## config.mk

```make
export PLATFORM = sky130hd
export DESIGN_NAME = envelope_shaper
export DESIGN_NICKNAME = d
export VERILOG_FILES = /design/src/rtl/envelope_shaper.sv
export SDC_FILE = /design/constraint.sdc
export NUM_CORES = 1
export LEC_CHECK = 0
export BUFFER_PORTS_ARGS = -buffer_cell sky130_fd_sc_hd__buf_2
export CELL_PAD_IN_SITES_DETAIL_PLACEMENT = 1
export CELL_PAD_IN_SITES_GLOBAL_PLACEMENT = 1
export CORE_UTILIZATION = 35
export CTS_CLUSTER_DIAMETER = 120
export DETAILED_ROUTE_END_ITERATION = 10
export GPL_TIMING_DRIVEN = 0
export HOLD_SLACK_MARGIN = 0.08
export PLACE_DENSITY_LB_ADDON = 0.1
export SLEW_MARGIN = 20
export SYNTH_ARGS = -nofsm -noshare
export SYNTH_HDL_FRONTEND = slang
export SYNTH_SLANG_ARGS = --single-unit
```

## constraint.sdc

```tcl
create_clock -name clk -period 8.2 [get_ports clk]
set_input_delay 1.23 -clock clk [delete_from_list [all_inputs] [get_ports clk]]
set_output_delay 1.23 -clock clk [all_outputs]
set_load 0.02 [all_outputs]
```

## src/rtl/envelope_shaper.sv

```systemverilog
// ADSR envelope generator and sample scaler feeding the I2S controller.
// All state advances only on sample_tick; outputs are registered and hold between ticks.
module envelope_shaper #(
   parameter int unsigned SAMPLE_WIDTH = 16,
   parameter int unsigned ENV_WIDTH    = 16
) (
   input  logic                    clk,
   input  logic                    reset,
   input  logic                    sample_tick,
   input  logic                    gate,
   input  logic [SAMPLE_WIDTH-1:0] sample_in,
   input  logic [ENV_WIDTH-1:0]    attack_step,
   input  logic [ENV_WIDTH-1:0]    decay_step,
   input  logic [ENV_WIDTH-1:0]    sustain_level,
   input  logic [ENV_WIDTH-1:0]    release_step,
   output logic [SAMPLE_WIDTH-1:0] sample_out,
   output logic [ENV_WIDTH-1:0]    env_level,
   output logic [2:0]              state,
   output logic                    busy
);

   localparam int unsigned ProdWidth = SAMPLE_WIDTH + ENV_WIDTH + 1;
   localparam logic [ENV_WIDTH-1:0] EnvFull = '1;

   typedef enum logic [2:0] {
      StIdle    = 3'd0,
      StAttack  = 3'd1,
      StDecay   = 3'd2,
      StSustain = 3'd3,
      StRelease = 3'd4
   } state_e;

   state_e                  state_q, state_d;
   logic [ENV_WIDTH-1:0]    env_q, env_d;
   logic [SAMPLE_WIDTH-1:0] sample_q, sample_d;

   // Level rules, all evaluated from the current level so any state can borrow them.
   logic [ENV_WIDTH:0]   attack_sum;
   logic                 attack_done;
   logic [ENV_WIDTH-1:0] attack_level;
   state_e               attack_next;

   logic [ENV_WIDTH:0]   decay_floor;
   logic                 decay_done;

   logic                 release_done;
   logic [ENV_WIDTH-1:0] release_level;
   state_e               release_next;

   assign attack_sum   = {1'b0, env_q} + {1'b0, attack_step};
   assign attack_done  = (attack_step == '0) || (attack_sum >= {1'b0, EnvFull});
   assign attack_level = attack_done ? EnvFull : attack_sum[ENV_WIDTH-1:0];
   assign attack_next  = attack_done ? StDecay : StAttack;

   assign decay_floor  = {1'b0, sustain_level} + {1'b0, decay_step};
   assign decay_done   = (decay_step == '0) || ({1'b0, env_q} <= decay_floor);

   assign release_done  = (release_step == '0) || (env_q <= release_step);
   assign release_level = release_done ? '0 : (env_q - release_step);
   assign release_next  = release_done ? StIdle : StRelease;

   // Envelope is zero-extended so the product stays signed; result always fits.
   logic signed [ProdWidth-1:0] sample_ext, level_ext, product;
   logic                        unused_product_bits;

   assign sample_ext = {{(ENV_WIDTH + 1){sample_in[SAMPLE_WIDTH-1]}}, sample_in};
   assign level_ext  = {{(SAMPLE_WIDTH + 1){1'b0}}, env_q};
   assign product    = sample_ext * level_ext;
   assign unused_product_bits = ^{product[ProdWidth-1], product[ENV_WIDTH-1:0]};

   always_comb begin
      state_d  = state_q;
      env_d    = env_q;
      sample_d = sample_q;
      if (sample_tick) begin
         // Uses the pre-update level, so audio lags the envelope by one frame.
         sample_d = product[SAMPLE_WIDTH+ENV_WIDTH-1:ENV_WIDTH];
         unique case (state_q)
            StIdle: begin
               if (gate) begin
                  state_d = attack_next;
                  env_d   = attack_level;
               end else begin
                  env_d = '0;
               end
            end
            StAttack: begin
               if (!gate) begin
                  state_d = release_next;
                  env_d   = release_level;
               end else begin
                  state_d = attack_next;
                  env_d   = attack_level;
               end
            end
            StDecay: begin
               if (!gate) begin
                  state_d = release_next;
                  env_d   = release_level;
               end else if (decay_done) begin
                  state_d = StSustain;
                  env_d   = sustain_level;
               end else begin
                  env_d = env_q - decay_step;
               end
            end
            StSustain: begin
               if (!gate) begin
                  state_d = release_next;
                  env_d   = release_level;
               end else begin
                  env_d = sustain_level;
               end
            end
            StRelease: begin
               // Retrigger climbs from the current level rather than restarting at 0.
               if (gate) begin
                  state_d = attack_next;
                  env_d   = attack_level;
               end else begin
                  state_d = release_next;
                  env_d   = release_level;
               end
            end
            default: begin
               state_d = StIdle;
               env_d   = '0;
            end
         endcase
      end
   end

   always_ff @(posedge clk or negedge reset) begin
      if (!reset) begin
         state_q  <= StIdle;
         env_q    <= '0;
         sample_q <= '0;
      end else begin
         state_q  <= state_d;
         env_q    <= env_d;
         sample_q <= sample_d;
      end
   end

   assign sample_out = sample_q;
   assign env_level  = env_q;
   assign state      = state_q;
   assign busy       = (state_q != StIdle);

endmodule

```

==> results.json <==
{
  "run_status": "complete, no violations",
  "remaining_drc_errors": 0,
  "timing.final.crit_share_pct": 96.05,
  "timing.slew.headroom_pct": 23.64,
  "synthesis.area_per_instance_um2": 8.258,
  "antenna_found_initial": 1,
  "dr_wl_cell_um": 21.42,
  "share_of_the_yosys_chip_area_belonging_to_registers_pct": 6.298,
  "synth.cell_area_um2": 13910,
  "first_global_vias": 13820,
  "first_pass_grt_wire_length_um": 78620,
  "tritoncts_clock_tree": "done",
  "global_route.usage.total_pct": 25.32,
  "postSynthNetCount": 2158,
  "ys_async_sr_fraction_pct": 100.0,
  "design.final.nets": 2283,
  "synth-seq-cells": 35,
  "ctsLongestPathBuffers": 2,
  "ff2ff_setup_slack_ns": 0.33,
  "crit_path_end_kind": "flip-flop",
  "num_vias": 12410,
  "global_placer_s_final_weighted_congestion": 0.9233,
  "filler_cell_count": 4838,
  "clock_transition_at_the_registers_of_the_reported_paths_ns": 0.06,
  "unrepaired_setup_endpoints_after_global_routing": "false",
  "grt.overflow.total": 0,
  "io_buffer_count": 119,
  "ys.flop_type": "dfrtp_1",
  "synth.top_cells.by_area": "fa_1 (28%), ha_1 (17%), inv_1 (8.0%)",
  "min-delay-path-class": "reg2reg",
  "cts_sinks": 35,
  "design.die.area_um2": 40530,
  "timing.fmax_ghz": 0.1270,
  "detail-route-antenna-nets": 0,
  "timing.max_cap.violations": 0,
  "hold_path_depth": 2,
  "post_detail_place_hpwl_um": 41210,
  "yosysUniqueCellTypes": 71,
  "placement.setup.worst_slack_ns": -0.04476,
  "initial_utilization_pct": 35.73,
  "synth_cells": 1684,
  "crit-reg2reg-launch": "env_level[9]",
  "finalCriticalPeriod_ns": 7.876,
  "critical_path_peak_fanout": 10,
  "worst-slew-pin-transition_ns": 1.131,
  "total_detailed_routing_wirelength_um": 49870,
  "ioPinCount": 120,
  "pin_count_of_the_biggest_net_entering_global_routing": 36,
  "rows": 72,
  "synth_enable_flop_cells": 0,
  "post_route_cells_drive_above_1_share_pct": 8.398,
  "fp.coreArea_um2": 38920,
  "detail_route.iter0.violations": 550,
  "rr_worst_depth": 21,
  "cp.required_ns": 8.39,
  "hold-worst-slack_ns": 0.4923,
  "crit-reg2reg-capture": "sample_out[12]",
  "detail_route.first_pass.iterations": 5,
  "synth.yosys.warnings": 0,
  "start_to_end_type_of_the_worst_setup_path": "in2reg",
  "hold_path_startpoint": "sample_out[13]",
  "setup_violations": 0,
  "critPathArrivalTime_ns": 8.07,
  "flow.area_growth_from_synthesis_pct": 10.04,
  "postLayoutSetupSlackWorst_ns": 0.3242,
  "cts.repair_timing.setup_buffer_count": 0,
  "post-synth-top-area-fraction_pct": 28.36,
  "antenna_cells_inserted": 0,
  "routed_via_density": 5.332,
  "hold-path-endpoint": "sample_out[13]",
  "die_height_um": 201.3,
  "cts_root_buffer": "clkbuf_16",
  "critPathLaunchType": "input pin",
  "finalHoldViolations": 0,
  "clock_insertion_delay_worst_skew_ns": 0.32,
  "post-synth-top-area-cell": "fa_1",
  "clock_tree.htree_level_count": 2,
  "maxSlewViolCount": 0,
  "die_w_um": 201.3,
  "cts_made_buffers": 5,
  "clock_skew_ns": 0.01572
}
what timing repair did:
item / in CTS / in global routing
resized for setup: 0 / 3
hold buffers: 0 / 0
endpoints found under the setup margin: 0 / 3
worst max path at each step:
stage,cells past startpoint,to,start
6_report,22,sample_out[12],sample_in[2]
5_1_grt,21,sample_out[12],env_level[7]
4_1_cts,21,sample_out[14],env_level[15]
3_5_place_dp,22,sample_out[14],sample_in[1]
3_3_place_gp,22,sample_out[14],sample_in[1]
2_1_floorplan,21,sample_out[12],sample_in[1]
final cells by class:
class	instances	area (µm²)	area share (%)
multi-input cells	1299	11710	76.55
inverters	298	1119	7.310
flip-flops and latches	35	875.8	5.724
well taps	518	648.1	4.235
repair buffers	119	595.6	3.892
plain buffers	51	201.4	1.316
clock buffers	5	125.1	0.8177
clock inverters	3	23.77	0.1554
metrics by stage:
| stage | util (%) | std cells | TNS, ns | area (µm²) |
|---|---|---|---|---|
| after CTS | 39.31 | 2329 | 0 | 15300 |
| after detailed placement | 38.93 | 2321 | -0.1030 | 15150 |
| final | 39.32 | 2328 | 0 | 15300 |
| after global placement | 38.93 | 2321 | 0 | 15150 |
| after global routing | 39.32 | 2328 | 0 | 15300 |
| after floorplan | - | 1684 | 0 | 13910 |
cells in the mapped netlist (all sizes together), types with 15 or more instances:
cell type,number
a21oi,90
nor2b,16
a21o,21
and2,120
o21ai,61
ha,193
nand3,21
fa,197
nand2,189
nand2b,15
dfrtp,35
clkbuf,48
xnor2,39
nor3,24
inv,297
xor2,23
nor4,18
nor2,81
sequential cells by signal (all words and copies together) (netlist names):
name / cells
sample_out: 16
env_level: 16
state: 3
routing by layer:
metal / vias up / global-route usage, % / share of wire [%]
li1: 5804 / - / -
met1: 6265 / 32.50 / 45
met2: 265 / 44.98 / 49
met3: 78 / 1.879 / 3.0
met4: 2 / 8.009 / 2.9
met5: - / 0 / 0.038
cells by family after synthesis:
family,Yosys count,share of synthesized area [%]
muxes,17,1.341
and+or+nand+nor,527,18.79
adders and majority gates,390,45.73
buffers and inverters,350,9.510
DFF,35,6.298
xor gates and xnor gates,62,3.905
AOI/OAI and AO/OA,303,14.43
worst max-delay path, stage by stage:
cell and delay (ns):
buf_2 0.18, clkbuf_1 0.41, nand2_1 0.16, fa_1 0.53, fa_1 0.52, fa_1 0.54
inv_1 0.06, fa_1 0.49, fa_1 0.49, inv_1 0.05, fa_1 0.47, inv_1 0.04
ha_1 0.30, nand2_1 0.08, nand2_1 0.08, a311o_1 0.39, or4_4 0.55, a2111oi_4 0.52
nor3_2 0.14, a311oi_2 0.43, xnor2_1 0.12, mux2_4 0.27
placed cells by master, fill, tap and decap left out, drive strengths merged, types with 39 or more instances in the layout:
master / Yosys / layout
a21oi: 90 / 90
and2: 120 / 120
buf: 4 / 123
clkbuf: 48 / 52
fa: 197 / 197
ha: 193 / 193
inv: 297 / 298
nand2: 189 / 189
nor2: 81 / 81
o21ai: 61 / 61
xnor2: 39 / 39
Power is not shown: default switching activity piles up to over one toggle a cycle in this logic, so the estimate is an artifact.
